<file path="src/rtl/permutation_round_ctrl.sv">
// Sequencer for the iterative permutation datapath: load, R rounds with optional flush
// bubbles, then a held result behind a valid/ack handshake. Abortable at any point.
module permutation_round_ctrl #(
  parameter int unsigned NUM_ROUNDS   = 24,
  parameter int unsigned ROUND_W      = 5,
  parameter int unsigned FLUSH_CYCLES = 1,
  parameter int unsigned FLUSH_W      = 2
) (
  input  logic               clk,
  input  logic               rst,
  input  logic               start,
  input  logic [ROUND_W-1:0] rounds_cfg,
  input  logic               abort,
  input  logic               out_ack,
  output logic               ready,
  output logic               input_sel,
  output logic               permutation_sel,
  output logic               ld_x,
  output logic [ROUND_W-1:0] round_idx,
  output logic               out_valid,
  output logic               done
);

  localparam logic [2:0] StIdle   = 3'd0;
  localparam logic [2:0] StInit   = 3'd1;
  localparam logic [2:0] StLoadIn = 3'd2;
  localparam logic [2:0] StPerm   = 3'd3;
  localparam logic [2:0] StFlush  = 3'd4;
  localparam logic [2:0] StHold   = 3'd5;

  localparam logic [ROUND_W-1:0] LastDefault = ROUND_W'(NUM_ROUNDS - 1);
  localparam logic [FLUSH_W-1:0] FlushLast   =
      (FLUSH_CYCLES > 0) ? FLUSH_W'(FLUSH_CYCLES - 1) : '0;

  logic [2:0]         state_q, state_d;
  logic [ROUND_W-1:0] round_q, round_d;
  logic [ROUND_W-1:0] last_q, last_d;   // index of the final round (R-1)
  logic [FLUSH_W-1:0] flush_q, flush_d;
  logic [ROUND_W-1:0] cfg_last;

  // Zero or over-range round counts fall back to the full round count.
  always_comb begin
    if (rounds_cfg == '0 || 32'(rounds_cfg) > NUM_ROUNDS) begin
      cfg_last = LastDefault;
    end else begin
      cfg_last = rounds_cfg - 1'b1;
    end
  end

  always_comb begin
    state_d = state_q;
    round_d = round_q;
    last_d  = last_q;
    flush_d = flush_q;
    if (abort && state_q != StIdle) begin
      state_d = StIdle;
      round_d = '0;
      flush_d = '0;
    end else begin
      case (state_q)
        StIdle: begin
          if (start) begin
            state_d = StInit;
            last_d  = cfg_last;
            round_d = '0;
          end
        end
        StInit: begin
          round_d = '0;
          flush_d = '0;
          state_d = StLoadIn;
        end
        StLoadIn: state_d = StPerm;
        StPerm: begin
          if (round_q == last_q) begin
            state_d = StHold;
          end else begin
            round_d = round_q + 1'b1;
            flush_d = '0;
            state_d = (FLUSH_CYCLES > 0) ? StFlush : StPerm;
          end
        end
        StFlush: begin
          if (flush_q == FlushLast) begin
            flush_d = '0;
            state_d = StPerm;
          end else begin
            flush_d = flush_q + 1'b1;
          end
        end
        StHold: begin
          if (out_ack) state_d = StIdle;
        end
        default: state_d = StIdle;
      endcase
    end
  end

  always_ff @(posedge clk) begin
    if (!rst) begin
      state_q <= StIdle;
      round_q <= '0;
      last_q  <= LastDefault;
      flush_q <= '0;
    end else begin
      state_q <= state_d;
      round_q <= round_d;
      last_q  <= last_d;
      flush_q <= flush_d;
    end
  end

  always_comb begin
    ready           = (state_q == StIdle);
    input_sel       = (state_q == StLoadIn);
    permutation_sel = (state_q == StPerm);
    ld_x            = (state_q == StLoadIn) || (state_q == StPerm);
    out_valid       = (state_q == StHold);
    done            = (state_q == StHold) && out_ack && !abort;
  end

  assign round_idx = round_q;

endmodule

</file>
<file path="config.mk">
export PLATFORM = sky130hd
export DESIGN_NAME = permutation_round_ctrl
export DESIGN_NICKNAME = d
export VERILOG_FILES = /design/src/rtl/permutation_round_ctrl.sv
export SDC_FILE = /design/constraint.sdc
export NUM_CORES = 1
export LEC_CHECK = 0
export ABC_CLOCK_PERIOD_IN_PS = 2000
export BUFFER_PORTS_ARGS = -buffer_cell sky130_fd_sc_hd__buf_2
export CAP_MARGIN = 40
export CORE_AREA = 4 4 49 51
export CTS_BUF_LIST = sky130_fd_sc_hd__clkbuf_16
export CTS_CLUSTER_SIZE = 16
export DETAILED_ROUTE_END_ITERATION = 16
export DIE_AREA = 0 0 53 55
export HOLD_SLACK_MARGIN = 0.15
export PLACE_DENSITY = 0.74
export RECOVER_POWER = 100
export SLEW_MARGIN = 40
export SYNTH_ARGS = -nofsm -noshare
export SYNTH_HDL_FRONTEND = slang
export SYNTH_SLANG_ARGS = --single-unit
</file>
<file path="constraint.sdc">
create_clock -name clk -period 2 [get_ports clk]
set_input_delay 0.4 -clock clk [delete_from_list [all_inputs] [get_ports clk]]
set_output_delay 0.4 -clock clk [all_outputs]
set_load 0.005 [all_outputs]
</file>
==> run metrics <==
max-cap viol count=0; die footprint=2920 µm²; routability cong.=0.831; synth cell count leaders=15 x dfxtp_1, 10 x nor2_1, 8 x inv_1; dpl cell area=approximately 1100 µm²; largest net degree at the start of global routing=14; TritonCTS Buffers=3; slowest stage cell, crit path=dfxtp_1; drt total wl=about 2100 µm; post-CTS setup buffer count=0; EDFF count, synth=0; Lkg Pwr=0.489 nW; CTS tree=built; Slew headroom=71.0%; family with the most delay on the worst path=flip-flops; fillcell total=173; wire length per cell=around 12 µm; # setup viols final=0; share of flip-flops with an asynchronous set or reset=0%; worst skew pair latency=0.24 ns; power per cell area=roughly 860 nW/µm²; Most used DFF post-synth=dfxtp_1; Max Slew Vio Count=0; critical path required time=1.60 ns; DRC viols=0; Tot GR Track Use=16.4%; Initial Util=51.4%; Mapped Nets=between 100 and 150; RSZ-0062 raised after global routing=no; die width=between 50 and 60 µm; Setup CP Type=flip-flop to primary output; ANT nets after route=0; Port-buffer cells=20; clock skew=slightly below 0.003 ns; CTS max path bufs=2; vias per cell=roughly 5.5; Synth top area share=30.1%; final worst path period share=87.6%; Cell Count Post-Placement=approximately 170; number of global-route vias before repair=829; # IOs=21; post-cts resize count=0; leading area contributor after synthesis=dfxtp_1; CTS clock-pin slew for the worst setup and hold paths=0.05 ns; Critical Path Fanout Max=12; gr ovfl total=0; post-DP HPWL=1630 µm; CTS hold repair buffers=0; share of layout cells above drive strength 1=between 10% and 20%; CP peak stage delay=between 0.5 and 0.6 ns; core area=1940 µm²; Design Area, Final=between 1000 and 1500 µm²; CTS root buf=clkbuf_16; number of DRC markers in iteration 0=21; die height=55 µm; Worst Hold Class=input pin to flip-flop; sequential fraction of the synthesis area=roughly 30%; setup TNS=0 ns; yosys warns=0; final hold slack=0.395 ns; Final Hold Viols=0; DR vias=about 950; syn_area_per_cell=7.98 µm²; cell count after synthesis=approximately 130; top cells by area, synth=dfxtp_1 30%, ha_1 6.3%, xnor2_1 6.1%; WP data arrival=1.35 ns; Clock Sinks=15; VDD IR-drop max=0.000553 V; fin crit period=1.75 ns; Tot Pwr=0.00102 W; Buf+Inv Stages, Crit Path=1; outcome=finished, final reports clean; n_diodes=0; Area Growth Syn to Fin=18.4%; Critical Path End Type=primary output; Rows=16; initial antenna violation count=0; Worst Setup Start Kind=flip-flop; drt pass-1 iters=4; nets=162; Post-Syn Area=997 µm²; Post-Layout Cell Count=between 150 and 200; H-tree levels=1; distinct cell type count after synthesis=37; first-pass GRT wire length=between 3000 and 4000 µm; worst-margin pin slew=0.434 ns; Synth Register Bits=15; Fmax=571 MHz; CP Cell Sequence=nand2_2, nor2_1, clkbuf_1; most frequent cell after synthesis=dfxtp_1
cell type report:
class	instances	area, µm²	share of cell area (%)
multi-input cells	97	631	53.4
flip-flops and latches	15	300	25.4
repair buffers	22	108	9.11
clock buffers	3	75.1	6.36
well taps	27	33.8	2.86
inverters	8	30.0	2.54
clock inverters	1	3.75	0.318
per-stage QoR:
stage               utilization (%)  setup slack (ns)
floorplan                         -             0.397
global placement               57.7             0.246
detailed placement             57.7             0.179
CTS                            61.8             0.257
global route                   60.8             0.110
finish                         60.8             0.248
worst register-to-register path: cells and delay by family (launching register included):
family             cells  cell delay, ns
AOI/OAI and AO/OA      1            0.13
DFF                    1            0.43
and+or+nand+nor        4            1.04
power by group:
group | switching, W | internal (W)
clock | 0.000119 | 0.000265
combinational | 0.000134 | 0.000122
sequential | 0.0000508 | 0.000329
total | 0.000303 | 0.000716
cells by family after synthesis:
| kind of cell | count (synthesis) | synth area share (%) |
|---|---|---|
| compound gates | 33 | 23.5 |
| xor+xnor | 7 | 6.15 |
| buf+inv | 13 | 5.52 |
| fa+ha+maj | 5 | 6.27 |
| flops | 15 | 30.1 |
| simple gates | 52 | 28.5 |
cell usage in the layout, fill, tap and decap left out, types with 3 or more instances in the layout:
cell type / count
a211oi_1: 6
a21oi_1: 6
and3_1: 3
buf_2: 13
clkbuf_1: 6
clkbuf_16: 3
dfxtp_1: 15
ha_1: 5
inv_1: 9
nand2_1: 7
nand3_1: 7
nor2_1: 11
nor2b_1: 7
nor3_1: 3
o211ai_1: 4
o21ai_0: 4
o2bb2ai_1: 3
or4_1: 3
xnor2_1: 7
layer usage:
metal | GRT usage (%) | vias to the layer above | part of all wire (%) | wire, µm
met1 | 18.9 | 431 | 46 | 977
met5 | 0 | - | 0 | 0
li1 | - | 489 | - | -
met3 | 2.41 | 7 | 4.2 | 89
met4 | 12.3 | 0 | 3.3 | 69
met2 | 27.7 | 22 | 46 | 980
sequential cells by signal, indices dropped and copies added (netlist names):
register   flops
flush_q        2
last_q         5
round_idx      5
state_q        3
path summary, 6_finish.rpt:
check	start	end	slack (ns)	cells past startpoint
setup reg to reg	state_q[2]	last_q[2]	0.29	5
hold / removal	rst	last_q[2]	0.40	2
hold reg to reg	last_q[1]	last_q[1]	0.49	2
setup / recovery	state_q[0]	permutation_sel	0.25	3
Power figures use the tool's default switching activity.
